[config.mk]
export PLATFORM = sky130hd
export DESIGN_NAME = lane_hit_scorer_flat
export DESIGN_NICKNAME = d
export VERILOG_FILES = /design/src/rtl/lane_hit_scorer_if.sv /design/src/rtl/lane_hit_scorer.sv /design/src/flat_wrapper.sv
export SDC_FILE = /design/constraint.sdc
export NUM_CORES = 1
export LEC_CHECK = 0
export BUFFER_PORTS_ARGS = -buffer_cell sky130_fd_sc_hd__buf_2
export CAP_MARGIN = 20
export CELL_PAD_IN_SITES_DETAIL_PLACEMENT = 1
export CELL_PAD_IN_SITES_GLOBAL_PLACEMENT = 2
export CORE_MARGIN = 1.5
export CORE_UTILIZATION = 44
export CTS_BUF_LIST = sky130_fd_sc_hd__clkbuf_4
export DETAILED_ROUTE_END_ITERATION = 6
export PLACE_DENSITY_LB_ADDON = 0.05
export SYNTH_ARGS = -nofsm -noshare
export SYNTH_HDL_FRONTEND = slang
export SYNTH_SLANG_ARGS = --single-unit
[constraint.sdc]
create_clock -name clk -period 16.3 [get_ports clk]
set_input_delay 3.26 -clock clk [delete_from_list [all_inputs] [get_ports clk]]
set_output_delay 3.26 -clock clk [all_outputs]
set_load 0.01 [all_outputs]
[src/rtl/lane_hit_scorer_if.sv]
// Player-input / score-display bundle for lane_hit_scorer.
// The master side is the game controller, the slave side is the scorer.
interface lane_hit_scorer_if #(
  parameter int unsigned LANES = 4
) ();
  logic [2:0]       mode;
  logic [LANES-1:0] note_start;
  logic [LANES-1:0] pushed;
  logic [15:0]      num_hits;
  logic [15:0]      num_misses;
  logic [7:0]       combo;
  logic [7:0]       max_combo;
  logic [LANES-1:0] good;
  logic [LANES-1:0] missed;
  logic             overflow;

  modport master (
    output mode, note_start, pushed,
    input  num_hits, num_misses, combo, max_combo, good, missed, overflow
  );

  modport slave (
    input  mode, note_start, pushed,
    output num_hits, num_misses, combo, max_combo, good, missed, overflow
  );
endinterface

[src/rtl/lane_hit_scorer.sv]
// Per-lane hit-window grading with a round-robin event serializer feeding
// BCD hit/miss totals, combo statistics and per-lane flash flags.
module lane_hit_scorer #(
  parameter int unsigned LANES        = 4,
  parameter int unsigned WIN_LEN      = 2200000,
  parameter int unsigned EDGE_LEN     = 600000,
  parameter int unsigned MID_LEN      = 300000,
  parameter int unsigned PTS_EDGE     = 3,
  parameter int unsigned PTS_MID      = 5,
  parameter int unsigned PTS_CENTER   = 7,
  parameter int unsigned FLASH_CYCLES = 1000000
) (
  input logic             clk,
  input logic             n_rst,
  lane_hit_scorer_if.slave bus
);
  localparam int unsigned OFF_W = (WIN_LEN > 1) ? $clog2(WIN_LEN) : 1;
  localparam int unsigned FL_W  = $clog2(FLASH_CYCLES + 1);
  localparam int unsigned PTR_W = (LANES > 1) ? $clog2(LANES) : 1;

  localparam logic [OFF_W-1:0] LAST = OFF_W'(WIN_LEN - 1);
  localparam logic [OFF_W-1:0] E_LO = OFF_W'(EDGE_LEN);
  localparam logic [OFF_W-1:0] E_HI = OFF_W'(WIN_LEN - EDGE_LEN);
  localparam logic [OFF_W-1:0] M_LO = OFF_W'(EDGE_LEN + MID_LEN);
  localparam logic [OFF_W-1:0] M_HI = OFF_W'(WIN_LEN - EDGE_LEN - MID_LEN);
  localparam logic [3:0]       P_E  = 4'(PTS_EDGE);
  localparam logic [3:0]       P_M  = 4'(PTS_MID);
  localparam logic [3:0]       P_C  = 4'(PTS_CENTER);
  localparam logic [FL_W-1:0]  FL   = FL_W'(FLASH_CYCLES);

  typedef enum logic [1:0] {S_IDLE, S_OPEN, S_HIT} lane_state_e;

  function automatic logic [3:0] grade(input logic [OFF_W-1:0] o);
    if (o < E_LO || o >= E_HI)      return P_E;
    else if (o < M_LO || o >= M_HI) return P_M;
    else                            return P_C;
  endfunction

  // 4-digit BCD add of a single digit; any carry out of the top digit saturates.
  function automatic logic [15:0] bcd_add(input logic [15:0] a, input logic [3:0] b);
    logic [15:0] r;
    logic [4:0]  s;
    logic        cy;
    r  = '0;
    cy = 1'b0;
    for (int i = 0; i < 4; i++) begin
      s = {1'b0, a[4*i +: 4]} + ((i == 0) ? {1'b0, b} : {4'd0, cy});
      if (s > 5'd9) begin
        r[4*i +: 4] = 4'(s - 5'd10);
        cy          = 1'b1;
      end else begin
        r[4*i +: 4] = s[3:0];
        cy          = 1'b0;
      end
    end
    return cy ? 16'h9999 : r;
  endfunction

  logic clear_c, pause_c;
  assign clear_c = (bus.mode == 3'd1);
  assign pause_c = (bus.mode == 3'd2);

  lane_state_e      state_q [LANES];
  lane_state_e      state_d [LANES];
  logic [OFF_W-1:0] off_q   [LANES];
  logic [OFF_W-1:0] off_d   [LANES];
  logic [LANES-1:0] ev_v, ev_hit;
  logic [3:0]       ev_pts  [LANES];

  // Lane window state registers
  always_ff @(posedge clk or negedge n_rst) begin
    if (!n_rst) begin
      for (int l = 0; l < LANES; l++) begin
        state_q[l] <= S_IDLE;
        off_q[l]   <= '0;
      end
    end else begin
      for (int l = 0; l < LANES; l++) begin
        state_q[l] <= state_d[l];
        off_q[l]   <= off_d[l];
      end
    end
  end

  // Lane next-state and event generation
  always_comb begin
    for (int l = 0; l < LANES; l++) begin
      state_d[l] = state_q[l];
      off_d[l]   = off_q[l];
      ev_v[l]    = 1'b0;
      ev_hit[l]  = 1'b0;
      ev_pts[l]  = '0;
      if (clear_c) begin
        state_d[l] = S_IDLE;
        off_d[l]   = '0;
      end else if (!pause_c) begin
        case (state_q[l])
          S_IDLE: begin
            ev_v[l] = bus.pushed[l];
            if (bus.note_start[l]) begin
              state_d[l] = S_OPEN;
              off_d[l]   = '0;
            end
          end
          S_OPEN: begin
            off_d[l] = (off_q[l] == LAST) ? '0 : off_q[l] + 1'b1;
            if (bus.pushed[l]) begin
              ev_v[l]    = 1'b1;
              ev_hit[l]  = 1'b1;
              ev_pts[l]  = grade(off_q[l]);
              state_d[l] = (off_q[l] == LAST) ? S_IDLE : S_HIT;
            end else if (off_q[l] == LAST) begin
              ev_v[l]    = 1'b1;
              state_d[l] = S_IDLE;
            end
          end
          S_HIT: begin
            off_d[l] = (off_q[l] == LAST) ? '0 : off_q[l] + 1'b1;
            if (off_q[l] == LAST) state_d[l] = S_IDLE;
          end
          default: state_d[l] = S_IDLE;
        endcase
      end
    end
  end

  logic [LANES-1:0] buf_v_q, buf_hit_q;
  logic [3:0]       buf_pts_q [LANES];
  logic [PTR_W-1:0] ptr_q, gnt, ptr_nxt;
  logic             gnt_v;
  logic [15:0]      hits_q, hits_d, miss_q, miss_d;
  logic [7:0]       combo_q, combo_d, max_q, max_d;
  logic             ovf_q;

  // Round-robin grant: scan from farthest to nearest so the nearest valid wins
  always_comb begin
    int unsigned idx;
    idx   = 0;
    gnt_v = 1'b0;
    gnt   = '0;
    for (int k = LANES - 1; k >= 0; k--) begin
      idx = (int'(ptr_q) + k) % LANES;
      if (buf_v_q[idx]) begin
        gnt_v = 1'b1;
        gnt   = PTR_W'(idx);
      end
    end
    ptr_nxt = (gnt == PTR_W'(LANES - 1)) ? '0 : gnt + 1'b1;
  end

  // Statistics update for the granted event
  always_comb begin
    hits_d  = hits_q;
    miss_d  = miss_q;
    combo_d = combo_q;
    max_d   = max_q;
    if (gnt_v) begin
      if (buf_hit_q[gnt]) begin
        hits_d  = bcd_add(hits_q, buf_pts_q[gnt]);
        combo_d = (combo_q == 8'hFF) ? 8'hFF : combo_q + 8'd1;
        max_d   = (combo_d > max_q) ? combo_d : max_q;
      end else begin
        miss_d  = bcd_add(miss_q, 4'd1);
        combo_d = 8'd0;
      end
    end
  end

  always_ff @(posedge clk or negedge n_rst) begin
    if (!n_rst) begin
      buf_v_q <= '0; buf_hit_q <= '0; ptr_q <= '0; ovf_q <= 1'b0;
      hits_q  <= '0; miss_q    <= '0; combo_q <= '0; max_q <= '0;
      for (int l = 0; l < LANES; l++) buf_pts_q[l] <= '0;
    end else if (clear_c) begin
      buf_v_q <= '0; buf_hit_q <= '0; ptr_q <= '0; ovf_q <= 1'b0;
      hits_q  <= '0; miss_q    <= '0; combo_q <= '0; max_q <= '0;
      for (int l = 0; l < LANES; l++) buf_pts_q[l] <= '0;
    end else begin
      hits_q  <= hits_d;
      miss_q  <= miss_d;
      combo_q <= combo_d;
      max_q   <= max_d;
      if (gnt_v) ptr_q <= ptr_nxt;
      // An event landing on a still-valid entry is dropped, even if that entry is granted now
      for (int l = 0; l < LANES; l++) begin
        if (gnt_v && gnt == PTR_W'(l)) buf_v_q[l] <= 1'b0;
        if (ev_v[l]) begin
          if (buf_v_q[l]) begin
            ovf_q <= 1'b1;
          end else begin
            buf_v_q[l]   <= 1'b1;
            buf_hit_q[l] <= ev_hit[l];
            buf_pts_q[l] <= ev_pts[l];
          end
        end
      end
    end
  end

  logic [FL_W-1:0]  gcnt_q [LANES];
  logic [FL_W-1:0]  gcnt_d [LANES];
  logic [FL_W-1:0]  mcnt_q [LANES];
  logic [FL_W-1:0]  mcnt_d [LANES];
  logic [LANES-1:0] good_q, missed_q;

  // Flash counters restart on every generated event, freeze while paused
  always_comb begin
    for (int l = 0; l < LANES; l++) begin
      gcnt_d[l] = gcnt_q[l];
      mcnt_d[l] = mcnt_q[l];
      if (clear_c) begin
        gcnt_d[l] = '0;
        mcnt_d[l] = '0;
      end else if (!pause_c) begin
        if (ev_v[l] && ev_hit[l])  gcnt_d[l] = FL;
        else if (gcnt_q[l] != '0)  gcnt_d[l] = gcnt_q[l] - 1'b1;
        if (ev_v[l] && !ev_hit[l]) mcnt_d[l] = FL;
        else if (mcnt_q[l] != '0)  mcnt_d[l] = mcnt_q[l] - 1'b1;
      end
    end
  end

  always_ff @(posedge clk or negedge n_rst) begin
    if (!n_rst) begin
      good_q   <= '0;
      missed_q <= '0;
      for (int l = 0; l < LANES; l++) begin
        gcnt_q[l] <= '0;
        mcnt_q[l] <= '0;
      end
    end else begin
      for (int l = 0; l < LANES; l++) begin
        gcnt_q[l]   <= gcnt_d[l];
        mcnt_q[l]   <= mcnt_d[l];
        good_q[l]   <= (gcnt_d[l] != '0);
        missed_q[l] <= (mcnt_d[l] != '0);
      end
    end
  end

  assign bus.num_hits   = hits_q;
  assign bus.num_misses = miss_q;
  assign bus.combo      = combo_q;
  assign bus.max_combo  = max_q;
  assign bus.good       = good_q;
  assign bus.missed     = missed_q;
  assign bus.overflow   = ovf_q;
endmodule

[src/flat_wrapper.sv]
// flat-port wrapper written by rule: the top's interface ports become plain ports
module lane_hit_scorer_flat 
#(
  parameter int unsigned LANES        = 4,
  parameter int unsigned WIN_LEN      = 2200000,
  parameter int unsigned EDGE_LEN     = 600000,
  parameter int unsigned MID_LEN      = 300000,
  parameter int unsigned PTS_EDGE     = 3,
  parameter int unsigned PTS_MID      = 5,
  parameter int unsigned PTS_CENTER   = 7,
  parameter int unsigned FLASH_CYCLES = 1000000
)
  (clk, n_rst, bus_mode, bus_note_start, bus_pushed, bus_num_hits, bus_num_misses, bus_combo, bus_max_combo, bus_good, bus_missed, bus_overflow);
  lane_hit_scorer_if #(.LANES(LANES)) bus_i ();
  input logic clk;
  input logic n_rst;
  input wire logic [$bits(bus_i.mode)-1:0] bus_mode;
  input wire logic [$bits(bus_i.note_start)-1:0] bus_note_start;
  input wire logic [$bits(bus_i.pushed)-1:0] bus_pushed;
  output wire logic [$bits(bus_i.num_hits)-1:0] bus_num_hits;
  output wire logic [$bits(bus_i.num_misses)-1:0] bus_num_misses;
  output wire logic [$bits(bus_i.combo)-1:0] bus_combo;
  output wire logic [$bits(bus_i.max_combo)-1:0] bus_max_combo;
  output wire logic [$bits(bus_i.good)-1:0] bus_good;
  output wire logic [$bits(bus_i.missed)-1:0] bus_missed;
  output wire logic [$bits(bus_i.overflow)-1:0] bus_overflow;
  assign bus_i.mode = bus_mode;
  assign bus_i.note_start = bus_note_start;
  assign bus_i.pushed = bus_pushed;
  assign bus_num_hits = bus_i.num_hits;
  assign bus_num_misses = bus_i.num_misses;
  assign bus_combo = bus_i.combo;
  assign bus_max_combo = bus_i.max_combo;
  assign bus_good = bus_i.good;
  assign bus_missed = bus_i.missed;
  assign bus_overflow = bus_i.overflow;
  lane_hit_scorer #(.LANES(LANES), .WIN_LEN(WIN_LEN), .EDGE_LEN(EDGE_LEN), .MID_LEN(MID_LEN), .PTS_EDGE(PTS_EDGE), .PTS_MID(PTS_MID), .PTS_CENTER(PTS_CENTER), .FLASH_CYCLES(FLASH_CYCLES)) u_core (.clk(clk), .n_rst(n_rst), .bus(bus_i));
endmodule
* Word level (Yosys, flattened, before mapping)
Cells that the tools add are included.
W data, S select, Z words.
** Storage, ports and cells
- ROM bits :: 0
- Word-level logic and storage cells :: 449
- Memories :: 0
- RAM bits :: 0
- Output and inout port bits :: 57
- Bits in latches :: 0
- Bits of input ports :: 13
- Register bits after elaboration :: 339
** Operators by class
- $add $sub $neg :: 33
- Shift-type cells :: 0
- Multipliers :: 0
- Equality and inequality tests :: 28
- Divide/modulo/power cells :: 0
- Muxes and demuxes :: 248
- $lt $le $gt $ge :: 31
- Reductions and logical operators :: 75
- Bitwise gates (word level) :: 1
** Operator list (number)
- $mux W20 :: 32
- $mux W22 :: 16
- $reduce_bool A20 Y1 :: 16
- $ge A22 B21 Y1 const B :: 8
- $lt A22 B20 Y1 const B :: 8
- $pmux W22 S2 :: 4
- $sub A20 B1 Y20 const B :: 8
- $mux W16 :: 9
- $mux W4 :: 36
- $mux W1 :: 94
- $add A22 B1 Y22 const B :: 4
- $eq A22 B22 Y1 const B :: 4
- $mux W2 :: 35
- $mux W8 :: 8
- $gt A5 B4 Y1 const B :: 8
- $sub A4 B4 Y4 const B :: 8
- $add A4 B1 Y5 :: 6
- $pmux W2 S3 :: 4
- $reduce_and A2 Y1 :: 10
- $lt A2 B3 Y1 const B :: 5
- $reduce_and A3 Y1 :: 5
- $reduce_bool A2 Y1 :: 7
- $eq A2 B2 Y1 const B :: 6
- $logic_and A1 B1 Y1 :: 12
- other kinds (22) :: 63

* Logic depth before layout (Yosys ltp)
Gate-level depths: netlist of run 1.
- Word-level depth :: 35
- Gate-level depth with buffers :: 36
- Gate-level depth less buffers :: 34

* Worst setup path after synthesis of run 1
Ideal clock, no wire load.
- Path type :: flip-flop to flip-flop
- Start point :: reg u_core.buf_v_q[0]
- End point :: reg u_core.hits_q[13] (netlist: u_core.bus.num_hits[13])
- Library setup time :: 122 ps
- Slack :: 9714 ps
- Cell stages (with the launch flop) :: 33
- Clock period less this slack :: 6586 ps
- Required time :: 16178 ps
- Buffers on the path :: 2
- Arrival time :: 6465 ps
- Path through :: dfrtp_1 > clkbuf_1 > mux2i_1 > nor2_1 > nor3_2 > mux2_2 > nor2_1 > a21oi_1 > fa_1 > or4b_2 > o211ai_1 > a21oi_1 > inv_1 > ha_1 > ha_1 > clkbuf_1 > o21ai_0 > nor2_1 > a21oi_1 > nor2_1 > ha_1 > ha_1 > inv_1 > a21oi_1 > o22ai_1 > a21oi_1 > ha_1 > ha_1 > nand3b_1 > a21oi_1 > a21oi_1 > nor2_1 > a32o_1
** On the way
- Longest elaborated chain between the ends :: 34
- Elaborated cells between the ends (all ways) :: 51
- Those cells by class :: 5 x add/sub; 4 x order compare; 38 x mux; 1 x bitwise; 3 x reduce/logical
** Ends and longest elaborated chain
- from (decl) :: line lane_hit_scorer.sv:127 : logic [LANES-1:0] buf_v_q, buf_hit_q;
- from (signal assigned) :: line lane_hit_scorer.sv:171 : buf_v_q <= '0; buf_hit_q <= '0; ptr_q <= '0; ovf_q <= 1'b0;
- from (signal assigned) :: line lane_hit_scorer.sv:175 : buf_v_q <= '0; buf_hit_q <= '0; ptr_q <= '0; ovf_q <= 1'b0;
- from (signal, indexed assignment) :: line lane_hit_scorer.sv:186 : if (gnt_v && gnt == PTR_W'(l)) buf_v_q[l] <= 1'b0;
- $bmux W1 S2 :: line lane_hit_scorer.sv:143 : if (buf_v_q[idx]) begin
- $mux W1 (implied by the code) :: line lane_hit_scorer.sv:143
- $mux W2 (4 in a row) :: line lane_hit_scorer.sv:143
- $not A2 Y3 (implied by the code) :: line lane_hit_scorer.sv:159 : hits_d = bcd_add(hits_q, buf_pts_q[gnt]);
- $bmux W4 S2 :: line lane_hit_scorer.sv:159
- $mux W4 (implied by the code) (2 in a row) :: line lane_hit_scorer.sv:159
- $add A4 B4 Y5 :: line lane_hit_scorer.sv:47 : s = {1'b0, a[4*i +: 4]} + ((i == 0) ? {1'b0, b} : {4'd0, cy});
- $gt A5 B4 Y1 :: line lane_hit_scorer.sv:48 : if (s > 5'd9) begin
- [14 not listed]
- $gt A5 B4 Y1 :: line lane_hit_scorer.sv:48
- $mux W1 :: line lane_hit_scorer.sv:48
- $mux W1 :: line lane_hit_scorer.sv:158 : if (buf_hit_q[gnt]) begin
- $mux W1 :: line lane_hit_scorer.sv:157 : if (gnt_v) begin
- $mux W16 :: line lane_hit_scorer.sv:56 : return cy ? 16'h9999 : r;
- $mux W16 :: line lane_hit_scorer.sv:158
- $mux W16 :: line lane_hit_scorer.sv:157
- $mux W16 :: line lane_hit_scorer.sv:174 : end else if (clear_c) begin
- to (signal assigned) :: line lane_hit_scorer.sv:179 : hits_q <= hits_d;
- to (decl) :: line lane_hit_scorer.sv:131 : logic [15:0] hits_q, hits_d, miss_q, miss_d;
Several ways; a longest one is shown, not always the timed one. The select of a mux whose other input is x is not followed.
A chain may end at the register's enable or synchronous reset.

* Worst setup path after layout of run 1
- Start point :: reg u_core.ptr_q[1]
- End point :: reg u_core.hits_q[13] (netlist: u_core.bus.num_hits[13])
** On the way
- Longest elaborated chain between the ends :: 35
- Elaborated cells between the ends (all ways) :: 54
- Those cells by class :: 8 x add/sub; 4 x order compare; 38 x mux; 1 x bitwise; 3 x reduce/logical
** Ends and longest elaborated chain
- from (decl) :: line lane_hit_scorer.sv:129 : logic [PTR_W-1:0] ptr_q, gnt, ptr_nxt;
- from (signal assigned) :: line lane_hit_scorer.sv:183 : if (gnt_v) ptr_q <= ptr_nxt;
- $add A2 B2 Y2 :: line lane_hit_scorer.sv:142 : idx = (int'(ptr_q) + k) % LANES;
- $bmux W1 S2 :: line lane_hit_scorer.sv:143
- $mux W1 (implied by the code) :: line lane_hit_scorer.sv:143
- $mux W2 (4 in a row) :: line lane_hit_scorer.sv:143
- $not A2 Y3 (implied by the code) :: line lane_hit_scorer.sv:159
- $bmux W4 S2 :: line lane_hit_scorer.sv:159
- $mux W4 (implied by the code) (2 in a row) :: line lane_hit_scorer.sv:159
- $add A4 B4 Y5 :: line lane_hit_scorer.sv:47
- [15 not listed]
- $gt A5 B4 Y1 :: line lane_hit_scorer.sv:48
- $mux W1 :: line lane_hit_scorer.sv:48
- $mux W1 :: line lane_hit_scorer.sv:158
- $mux W1 :: line lane_hit_scorer.sv:157
- $mux W16 :: line lane_hit_scorer.sv:56
- $mux W16 :: line lane_hit_scorer.sv:158
- $mux W16 :: line lane_hit_scorer.sv:157
- $mux W16 :: line lane_hit_scorer.sv:174
Several ways; a longest one is shown, not always the timed one. The select of a mux whose other input is x is not followed.

==> flow_metrics.env, run 1 <==
export IMPL_cp_slowest_cell="sky130_fd_sc_hd__a21oi_1"
export IMPL_area_growth_pct=10.1
export IMPL_pwr_density_cell_nw_per_um2=183
export IMPL_initial_utilization_pct=45.0
export IMPL_finalSetupViolCount=0
export IMPL_setup_cp_type="flop to flop"
export IMPL_fin_worst_skew_ps=39.3
export IMPL_r2r_setup_slk_ps=8600
export IMPL_number_of_buffer_and_inverter_stages_on_the_critical_path=2
export IMPL_timing_worst_slew_pin_value_ps=1090
export IMPL_num_nets_final=2470
export IMPL_number_of_instances_in_the_synthesized_netlist=2292
export IMPL_clock_fmax_mhz=130
export IMPL_grt_antenna_before_repair=6
export IMPL_drive_gt1_share_pct=11.3
export IMPL_ys_flop_type="sky130_fd_sc_hd__dfrtp_1"
export IMPL_ir_drop_uv=80.0
export IMPL_result_of_the_run="finished, final reports clean"
export IMPL_grt_overflow_total=0
export IMPL_multi_input_comb_area_um2=11000
export IMPL_core_um2=44500
export IMPL_drt_pass1_iterations=7
export IMPL_finalMaxSlewViolations=0
export IMPL_synth_warnings=0
export IMPL_clk_transition_reported_paths_ps=60
export IMPL_cts_sink_count=331
export IMPL_vias_per_cell=5.77
export IMPL_synth_seq_area_share_pct=41.4
export IMPL_root_buffer="sky130_fd_sc_hd__clkbuf_4"
export IMPL_final_setup_tns_ps=0
export IMPL_track_usage_pct=24.4
export IMPL_io_pins=70
export IMPL_tritoncts="done"
export IMPL_finalHoldViolations=0
export IMPL_cts_htree_levels=3
export IMPL_buffers_inserted_by_post_cts_timing_repair=0
export IMPL_count_of_flip_flops_with_a_built_in_enable_after_synthesis=0
export IMPL_routed_vias=17535
export IMPL_worst_max_slew_margin_expressed_relative_to_the_limit_pct=26.7
export IMPL_io_buffer_count=69
export IMPL_cts_hold_buffers=0
export IMPL_ys_ff_latch=331
export IMPL_worstPathRequired_ps=17000
export IMPL_cell_family_with_the_largest_share_of_critical_path_delay="compound AO/OA/AOI/OAI gates"
export IMPL_arrival_ps=8400
export IMPL_yosysUniqueCellTypes=86
export IMPL_postSynthNetCount=2384
export IMPL_rsz0062_at_grt="no"
export IMPL_die_w_um=216
export IMPL_cpMostUsedCell="sky130_fd_sc_hd__a21oi_1"
export IMPL_synth_top_area_share_pct=41.4
export IMPL_cap_viol_max_count=0
export IMPL_clockBufferDepth=3
export IMPL_period_share_pct=47.2
export IMPL_timing_critical_path_fanout_max=10
export IMPL_crit_path_max_incr_delay_ps=690
export IMPL_die_height_um=216
export IMPL_clock_insertion_delay_worst_skew_ps=810
export IMPL_filler_cell_count=5326
export IMPL_final_antenna_net_count=0
export IMPL_sequential_cell_area_um2=8280
export IMPL_number_of_global_route_vias_before_repair=18594
export IMPL_rows=77
export IMPL_postLayoutCellArea_um2=22000
export IMPL_gp_congestion=0.830
export IMPL_maximum_number_of_pins_on_one_net_before_global_route_repair=86
export IMPL_drt_iter0_markers=904
export IMPL_placement_cell_area_um2=20900
export IMPL_num_cts_buffers=94
export IMPL_post_synth_main_area_contributors="sky130_fd_sc_hd__dfrtp_1 41%, sky130_fd_sc_hd__nor2_1 5.8%, sky130_fd_sc_hd__xnor2_1 4.9%"
export IMPL_dp_hpwl_um=39100
export IMPL_setup_worst_path_end_class="flop"
export IMPL_finalWirelength_um=55400
export IMPL_post_synth_top_area_cell="sky130_fd_sc_hd__dfrtp_1"
export IMPL_total_die_area_um2=46800
export IMPL_startpoint_type="flop"
export IMPL_holdCritPathClass="flop to flop"
export IMPL_remaining_drc_errors=0
export IMPL_cell_area_after_synthesis_um2=20000
export IMPL_post_drt_wl_per_cell_um=18.2
export IMPL_postSynth_asyncResetShare_pct=100
export IMPL_avgSynthCellArea_um2=8.73
export IMPL_fin_crit_ps=7700
export IMPL_static_leakage_power_nw=9.52
export IMPL_ctsResizeCount=0
export IMPL_wire_length_of_the_first_global_routing_pass_um=94500
-- stage by stage --
| step | setup slack [ps] | utilization [%] | hold WS, ps | cells | power, W |
|---|---|---|---|---|---|
| floorplan | 9710 | - | 450 | 2292 | 0.00274 |
| global placement | 9030 | 46.9 | 497 | 2873 | 0.00320 |
| detailed placement | 8610 | 46.9 | 500 | 2874 | 0.00329 |
| CTS | 8590 | 49.5 | 515 | 3039 | 0.00409 |
| global route | 7790 | 49.5 | 541 | 3041 | 0.00440 |
| finish | 8600 | 49.5 | 513 | 3041 | 0.00403 |
-- cell families after synthesis --
family | count (synthesis) | share of synthesized area [%]
xor gates and xnor gates | 185 | 8.09
AOI/OAI and AO/OA | 486 | 15.5
adders and majority gates | 79 | 4.97
DFF | 331 | 41.4
and+or+nand+nor | 996 | 25.1
buffers and inverters | 188 | 3.59
muxes | 27 | 1.39
-- cells in the final DEF, fill, tap and decap left out, types with 11 or more instances in the layout --
master | Yosys | routed
sky130_fd_sc_hd__xor2_1 | 72 | 72
sky130_fd_sc_hd__mux2i_1 | 20 | 20
sky130_fd_sc_hd__xnor2_1 | 113 | 113
sky130_fd_sc_hd__nand2_1 | 179 | 179
sky130_fd_sc_hd__a31oi_1 | 35 | 35
sky130_fd_sc_hd__inv_1 | 90 | 90
sky130_fd_sc_hd__nand3_1 | 78 | 78
sky130_fd_sc_hd__dfrtp_1 | 331 | 331
sky130_fd_sc_hd__or2_2 | 14 | 14
sky130_fd_sc_hd__nand3b_1 | 11 | 11
sky130_fd_sc_hd__or3_1 | 44 | 44
sky130_fd_sc_hd__clkbuf_4 | 0 | 140
sky130_fd_sc_hd__nor4_1 | 64 | 64
sky130_fd_sc_hd__a21oi_1 | 140 | 140
sky130_fd_sc_hd__a22o_1 | 15 | 15
sky130_fd_sc_hd__and3_1 | 26 | 26
sky130_fd_sc_hd__nor4b_1 | 12 | 12
sky130_fd_sc_hd__o31ai_1 | 21 | 21
sky130_fd_sc_hd__nor2b_1 | 23 | 23
sky130_fd_sc_hd__or4_1 | 32 | 32
sky130_fd_sc_hd__o211ai_1 | 12 | 12
sky130_fd_sc_hd__ha_1 | 78 | 78
sky130_fd_sc_hd__a21o_1 | 12 | 12
sky130_fd_sc_hd__a211oi_1 | 26 | 26
sky130_fd_sc_hd__nor2_1 | 311 | 310
sky130_fd_sc_hd__buf_4 | 0 | 17
sky130_fd_sc_hd__nand2b_1 | 16 | 15
sky130_fd_sc_hd__o21ai_0 | 106 | 106
sky130_fd_sc_hd__nor3b_1 | 12 | 11
sky130_fd_sc_hd__nor3_1 | 92 | 92
sky130_fd_sc_hd__clkinv_1 | 0 | 24
sky130_fd_sc_hd__nand4_1 | 39 | 39
sky130_fd_sc_hd__o21a_1 | 11 | 11
sky130_fd_sc_hd__buf_2 | 5 | 69
-- worst register-to-register path, delay by kind of cell, from the launching register on --
family                     cells  cell delay [ps]
buffers and inverters          2              190
and+or+nand+nor                8             1480
AOI/OAI and AO/OA             13             2920
muxes                          2              670
DFF                            1              450
adders and majority gates      7             1860
-- cells in the mapped netlist, types with 14 or more instances --
cell / number
sky130_fd_sc_hd__xor2_1: 72
sky130_fd_sc_hd__dfrtp_1: 331
sky130_fd_sc_hd__nor4_1: 64
sky130_fd_sc_hd__nor2b_1: 23
sky130_fd_sc_hd__a211oi_1: 26
sky130_fd_sc_hd__o31ai_1: 21
sky130_fd_sc_hd__mux2i_1: 20
sky130_fd_sc_hd__nor2_1: 311
sky130_fd_sc_hd__a31oi_1: 35
sky130_fd_sc_hd__xnor2_1: 113
sky130_fd_sc_hd__nand3_1: 78
sky130_fd_sc_hd__nand4_1: 39
sky130_fd_sc_hd__o21ai_0: 106
sky130_fd_sc_hd__ha_1: 78
sky130_fd_sc_hd__nand2_1: 179
sky130_fd_sc_hd__nor3_1: 92
sky130_fd_sc_hd__clkbuf_1: 84
sky130_fd_sc_hd__inv_1: 90
sky130_fd_sc_hd__nand2b_1: 16
sky130_fd_sc_hd__or3_1: 44
sky130_fd_sc_hd__or2_2: 14
sky130_fd_sc_hd__and3_1: 26
sky130_fd_sc_hd__a22o_1: 15
sky130_fd_sc_hd__a21oi_1: 140
sky130_fd_sc_hd__or4_1: 32
-- worst paths after layout --
kind,from,endpoint,depth (start not counted)
max,u_core.ptr_q[1],u_core.bus.num_hits[13],32
min,u_core.buf_pts_q[0],u_core.buf_pts_q[0],1
max reg2reg,u_core.ptr_q[1],u_core.bus.num_hits[13],32
min reg2reg,u_core.buf_pts_q[0],u_core.buf_pts_q[0],1
max in group asynchronous,n_rst,u_core.gcnt_q[74],4
min in group asynchronous,n_rst,u_core.mcnt_q[0],1
-- layer usage --
metal,GRT usage [%],wire length (um),share of wire (%),vias up
met2,40.8,26600,48,224
met1,32.0,25800,47,8739
met4,7.62,1080,1.9,6
met3,4.46,1880,3.4,101
li1,-,-,-,8465
met5,0,35,0.063,-
-- flip-flops by register name (all words and copies together), names as in the netlist --
name and cells:
u_core.buf_pts_q 12, u_core.buf_v_q 4, u_core.bus.combo 8, u_core.bus.good 4, u_core.bus.max_combo 8, u_core.bus.missed 4, u_core.bus.num_hits 16, u_core.bus.num_misses 16
u_core.bus.overflow 1, u_core.gcnt_q 80, u_core.mcnt_q 80, u_core.off_q 88, u_core.ptr_q 2, u_core.state_q 8
-- area by class of cell --
type / count / share of cell area (%)
clock inverter: 25 / 0.431
tap: 592 / 3.36
clock buffer: 140 / 4.77
multi-input combinational: 1773 / 50.1
antenna: 2 / 0.0227
inverter: 91 / 1.55
timing repair buffer: 87 / 2.21
sequential: 331 / 37.6
-- power by group --
group          total (W)  switching (W)  internal, W  leakage [nW]
combinational    0.00191        0.00116     0.000742          4.54
clock           0.000757       0.000368     0.000389         0.686
sequential       0.00137       0.000292      0.00108          4.29
No activity file was read; power rests on OpenSTA's default activity.
==> run 2, diff against run 1 <==
CORE_UTILIZATION = 37   (was 44)
clock period = 6.8 ns   (was 16.3 ns; I/O delays follow)
==> run 2 against run 1 <==
Compared with the run above:
- sequential power grew 140%
- sequential cell count stayed put
- non-clock buffer count up 20
==> flow_metrics.env, run 2 (synthesis results as in run 1) <==
export IMPL_ir_drop_uv=166
export IMPL_place_detailed_instances=2983
export IMPL_largest_register_ff_count=88
export IMPL_area_growth_pct=12.9
export IMPL_cts_hold_buffers=0
export IMPL_share_comb_of_total_power_pct=47.9
export IMPL_wire_length_of_the_first_global_routing_pass_um=98400
export IMPL_power_switching_share_pct=45.4
export IMPL_cp_slowest_cell="sky130_fd_sc_hd__or4b_2"
export IMPL_grt_overflow_total=0
export IMPL_grt_antenna_before_repair=6
export IMPL_static_leakage_power_nw=9.67
export IMPL_drive_gt1_share_pct=13.5
export IMPL_root_buffer="sky130_fd_sc_hd__clkbuf_4"
export IMPL_io_pins=70
export IMPL_timing_critical_path_fanout_max=5
export IMPL_final_antenna_net_count=0
export IMPL_number_of_global_route_vias_before_repair=18687
export IMPL_finalSetupViolCount=0
export IMPL_finalMaxSlewViolations=0
export IMPL_p_clk_share_pct=19.4
export IMPL_cts_sink_count=331
export IMPL_result_of_the_run="finished, final reports clean"
export IMPL_worstSetupStartpoint="u_core.ptr_q[1]"
export IMPL_rr_startpoint="u_core.ptr_q[1]"
export IMPL_num_cts_buffers=100
export IMPL_period_share_pct=95.7
export IMPL_worstPathRequired_ps=7530
export IMPL_cap_viol_max_count=0
export IMPL_fin_util_pct=42.2
export IMPL_multi_input_comb_area_um2=11200
export IMPL_die_w_um=236
export IMPL_gp_congestion=0.810
export IMPL_fin_worst_skew_ps=40.3
export IMPL_initial_utilization_pct=37.4
export IMPL_drt_iter0_markers=725
export IMPL_tritoncts="done"
export IMPL_filler_cell_count=6349
export IMPL_total_die_area_um2=55500
export IMPL_setup_cp_type="flop to flop"
export IMPL_layout_cells_most_common="sky130_fd_sc_hd__dfrtp_1"
export IMPL_routed_vias=17704
export IMPL_finalHoldViolations=0
export IMPL_clockBufferDepth=3
export IMPL_layout_cells_non_filler=3183
export IMPL_startpoint_type="flop"
export IMPL_fin_crit_ps=6510
export IMPL_remaining_drc_errors=0
export IMPL_layout_common_cells="329 x sky130_fd_sc_hd__dfrtp_1, 305 x sky130_fd_sc_hd__nor2_1, 179 x sky130_fd_sc_hd__nand2_1, 140 x sky130_fd_sc_hd__clkbuf_4, 135 x sky130_fd_sc_hd__a21oi_1"
export IMPL_timing_worst_slew_pin_value_ps=996
export IMPL_vias_per_cell=5.56
export IMPL_clock_fmax_mhz=154
export IMPL_largest_register="u_core.off_q"
export IMPL_postLayoutCellArea_um2=22600
export IMPL_power_share_sequential_pct=32.7
export IMPL_p_int_w=0.00548
export IMPL_rows=85
export IMPL_track_usage_pct=21.4
export IMPL_final_hold_worst_slack_ps=509
export IMPL_io_buffer_count=69
export IMPL_placement_cell_area_um2=21100
export IMPL_setup_worst_path_end_class="flop"
export IMPL_post_drt_wl_per_cell_um=18.5
export IMPL_core_um2=53600
export IMPL_die_height_um=236
export IMPL_clock_insertion_delay_worst_skew_ps=860
export IMPL_maximum_number_of_pins_on_one_net_before_global_route_repair=157
export IMPL_dp_hpwl_um=40100
export IMPL_crit_path_max_incr_delay_ps=620
export IMPL_clk_transition_reported_paths_ps=70
export IMPL_biggestRegsByFlops="u_core.off_q: 88 flops, u_core.gcnt_q: 80 flops, u_core.mcnt_q: 80 flops"
export IMPL_power_switching_w=0.00456
export IMPL_pwr_density_cell_nw_per_um2=444
export IMPL_sequential_cell_area_um2=8290
export IMPL_r2r_setup_slk_ps=290
export IMPL_worst_max_slew_margin_expressed_relative_to_the_limit_pct=32.8
export IMPL_cts_htree_levels=3
export IMPL_finalWirelength_um=58800
export IMPL_hold_path_startpoint="u_core.buf_pts_q[4]"
export IMPL_holdCritPathClass="flop to flop"
export IMPL_drt_pass1_iterations=5
export IMPL_num_nets_final=2496
export IMPL_power_total_w=0.0100
export IMPL_arrival_ps=7240
==> run 2: cell type report <==
class | count | area share (%)
inverters | 91 | 1.51
multi-input cells | 1773 | 49.5
clock buffers | 140 | 4.65
clock inverters | 41 | 0.814
flip-flops and latches | 331 | 36.7
well taps | 696 | 3.85
diodes | 4 | 0.0443
repair buffers | 107 | 2.98
==> run 2: final timing paths <==
path                                            to  cells after the start
max                        u_core.bus.num_hits[12]                     34
min                            u_core.buf_pts_q[4]                      1
max reg2reg                u_core.bus.num_hits[12]                     34
min reg2reg                    u_core.buf_pts_q[4]                      1
max in group asynchronous        u_core.gcnt_q[76]                      2
min in group asynchronous        u_core.mcnt_q[25]                      1
==> run 2: repair_timing <==
item	in CTS	in global routing
setup buffers	3	9
pin swaps	1	4
gates cloned	0	1
endpoints found under the setup margin	15	26
gates resized for setup	6	33
==> run 2: stage by stage <==
step / setup TNS [ps] / worst slack, ps
after floorplan: 0 / 214
after global placement: -106 / -35.1
after detailed placement: -5370 / -514
after CTS: 0 / 15.0
after global routing: -154 / -59.5
final: 0 / 290
==> run 2: routing by layer <==
layer,vias up,wire [um],global-route usage (%)
met2,205,27500,35.2
met3,97,1770,3.92
met5,-,7,0
li1,8549,-,-
met1,8851,28400,28.8
met4,2,1200,6.02
==> run 2: worst max-delay path: cells and delay by family, from the launching register on <==
kind / cells / cell delay [ps]
AND/OR/NAND/NOR: 9 / 1470
AO/OA/AOI/OAI: 12 / 1610
flip-flops: 1 / 440
buffers and inverters: 5 / 830
adder cells (fa/ha/maj): 7 / 1760
multiplexers: 1 / 320
==> run 2: power groups by stage <==
stage	registers, W	logic (W)	clock network (W)
2_1_floorplan	0.00312	0.00345	0
3_3_place_gp	0.00327	0.00455	0
3_5_place_dp	0.00330	0.00467	0
4_1_cts	0.00327	0.00473	0.00204
5_1_grt	0.00340	0.00544	0.00214
6_report	0.00329	0.00481	0.00194
==> run 3, diff against run 2 <==
BUFFER_PORTS_ARGS = -buffer_cell sky130_fd_sc_hd__clkbuf_2   (was -buffer_cell sky130_fd_sc_hd__buf_2)
==> run 3 against run 2 <==
Compared with the run above:
- critical path depth decreased by 2
- global-route usage down 0.052 points
- total power increased by 2.1%
- non-clock buffer count up 2
- clock skew up 24 ps
- critical path type unchanged
- largest power group unchanged
==> flow_metrics.env, run 3 (synthesis results as in run 1) <==
export IMPL_initial_utilization_pct=37.4
export IMPL_io_pins=70
export IMPL_die_w_um=236
export IMPL_setup_worst_path_end_class="flop"
export IMPL_die_height_um=236
export IMPL_drt_pass1_iterations=5
export IMPL_root_buffer="sky130_fd_sc_hd__clkbuf_4"
export IMPL_finalSetupViolCount=0
export IMPL_layout_cells_most_common="sky130_fd_sc_hd__dfrtp_1"
export IMPL_dp_worst_setup_slack_ps=-371
export IMPL_post_drt_wl_per_cell_um=18.5
export IMPL_drive_gt1_share_pct=14.1
export IMPL_cap_viol_max_count=0
export IMPL_setup_cp_type="flop to flop"
export IMPL_grt_antenna_before_repair=3
export IMPL_maximum_number_of_pins_on_one_net_before_global_route_repair=126
export IMPL_met2WireLength_um=27700
export IMPL_remaining_drc_errors=0
export IMPL_timing_critical_path_fanout_max=8
export IMPL_final_antenna_net_count=0
export IMPL_drt_iter0_markers=838
export IMPL_total_die_area_um2=55500
export IMPL_largest_register="u_core.off_q"
export IMPL_clk_transition_reported_paths_ps=60
export IMPL_result_of_the_run="finished, final reports clean"
export IMPL_detailroute_wirelength_met3_um=1960
export IMPL_pwr_density_cell_nw_per_um2=450
export IMPL_period_share_pct=96.4
export IMPL_cts_hold_buffers=0
export IMPL_number_of_global_route_vias_before_repair=18859
export IMPL_num_cts_buffers=99
export IMPL_core_um2=53600
export IMPL_cts_sink_count=331
export IMPL_setup_ws_ps=246
export IMPL_largest_register_ff_count=88
export IMPL_holdCritPathClass="flop to flop"
export IMPL_area_growth_pct=13.8
export IMPL_worst_max_slew_margin_expressed_relative_to_the_limit_pct=27.9
export IMPL_clock_insertion_delay_worst_skew_ps=880
export IMPL_startpoint_type="flop"
export IMPL_clock_fmax_mhz=153
export IMPL_fin_worst_skew_ps=64.4
export IMPL_route_top_layer_used="met4"
export IMPL_biggestRegsByFlops="u_core.off_q: 88 flops, u_core.gcnt_q: 80 flops, u_core.mcnt_q: 80 flops"
export IMPL_cts_htree_levels=3
export IMPL_ir_drop_uv=173
export IMPL_finalHoldViolations=0
export IMPL_static_leakage_power_nw=9.73
export IMPL_clockBufferDepth=3
export IMPL_track_usage_pct=21.4
export IMPL_wire_length_of_the_first_global_routing_pass_um=98100
export IMPL_layout_common_cells="328 x sky130_fd_sc_hd__dfrtp_1, 305 x sky130_fd_sc_hd__nor2_1, 179 x sky130_fd_sc_hd__nand2_1, 148 x sky130_fd_sc_hd__clkbuf_4, 134 x sky130_fd_sc_hd__a21oi_1"
export IMPL_tritoncts="done"
export IMPL_m1WireLength_um=27900
export IMPL_cpMostUsedCell="sky130_fd_sc_hd__a21oi_2"
export IMPL_finalWirelength_um=58900
export IMPL_dp_hpwl_um=40100
export IMPL_vias_per_cell=5.59
export IMPL_worstPathRequired_ps=7470
export IMPL_timing_worst_slew_pin_value_ps=1080
export IMPL_rows=85
export IMPL_finalMaxSlewViolations=0
export IMPL_arrival_ps=7220
export IMPL_grt_overflow_total=0
export IMPL_filler_cell_count=6354
export IMPL_num_nets_final=2497
export IMPL_power_total_w=0.0103
export IMPL_crit_path_max_incr_delay_ps=690
export IMPL_cp_slowest_cell="sky130_fd_sc_hd__or4b_2"
export IMPL_io_buffer_count=69
export IMPL_gp_congestion=0.821
export IMPL_routed_vias=17813
export IMPL_fin_crit_ps=6550
## run 3: cell count changes in the layout (fill, tap and decap cells not counted), moves of 2 or more
cell / delta
sky130_fd_sc_hd__nor2_2: -2
sky130_fd_sc_hd__nor2_4: +2
sky130_fd_sc_hd__buf_2: -68
sky130_fd_sc_hd__clkbuf_2: +68
sky130_fd_sc_hd__buf_4: +3
sky130_fd_sc_hd__clkinv_1: -7
sky130_fd_sc_hd__inv_2: -3
sky130_fd_sc_hd__bufinv_16: +2
sky130_fd_sc_hd__clkbuf_4: +8
sky130_fd_sc_hd__ha_4: +2
## run 3: final timing paths
kind	from	cells past startpoint	to	slack [ps]
worst max-delay path	u_core.ptr_q[1]	32	u_core.bus.num_hits[7]	250
worst min-delay path	u_core.buf_pts_q[6]	1	u_core.buf_pts_q[6]	510
worst max register to register	u_core.ptr_q[1]	32	u_core.bus.num_hits[7]	250
worst min register to register	u_core.buf_pts_q[6]	1	u_core.buf_pts_q[6]	510
max in group asynchronous	n_rst	2	u_core.off_q[75]	4890
min in group asynchronous	n_rst	1	u_core.mcnt_q[25]	520
## run 3: layer usage
layer,vias to the layer above,global-route usage (%)
met5,-,0
met4,0,6.51
met3,110,3.85
met2,237,35.7
met1,8930,28.2
li1,8536,-
## run 3: what timing repair did
action                                  in CTS  in global routing
buffers inserted                             2                 12
resized for setup                            8                 44
endpoints found under the setup margin      15                 30
hold endpoints to repair                     0                  0
pin swaps                                    1                 13
## run 3: per-stage QoR
step | area, um2 | std cells | hold WS (ps) | setup TNS, ps | utilization (%)
after floorplan | 20000 | 2292 | 450 | 0 | -
after global placement | 21100 | 2984 | 483 | -53.3 | 39.4
after detailed placement | 21100 | 2984 | 491 | -2970 | 39.4
after CTS | 22400 | 3167 | 505 | 0 | 41.9
after global routing | 22800 | 3185 | 530 | -473 | 42.5
final | 22800 | 3186 | 515 | 0 | 42.5
## run 3: area by class of cell
cell class / count / area [um2] / share of cell area [%]
tap: 696 / 871 / 3.82
timing repair buffer: 109 / 684 / 3.00
multi-input combinational: 1773 / 11300 / 49.5
sequential: 331 / 8290 / 36.4
clock inverter: 33 / 205 / 0.901
inverter: 91 / 342 / 1.50
antenna: 5 / 12.5 / 0.0549
clock buffer: 148 / 1110 / 4.88
## run 3: where the power goes
part | internal (W) | total (W) | switching (W)
Sequential | 0.00259 | 0.00330 | 0.000710
Combinational | 0.00196 | 0.00490 | 0.00294
Clock | 0.00110 | 0.00206 | 0.000953
## run 3: worst max-delay path, delay by kind of cell, from the launching register on
kind / cells / cell delay [ps]
compound gates: 13 / 2000
fa+ha+maj: 8 / 1950
simple gates: 6 / 1260
flops: 1 / 450
buf+inv: 4 / 420
mux: 1 / 300
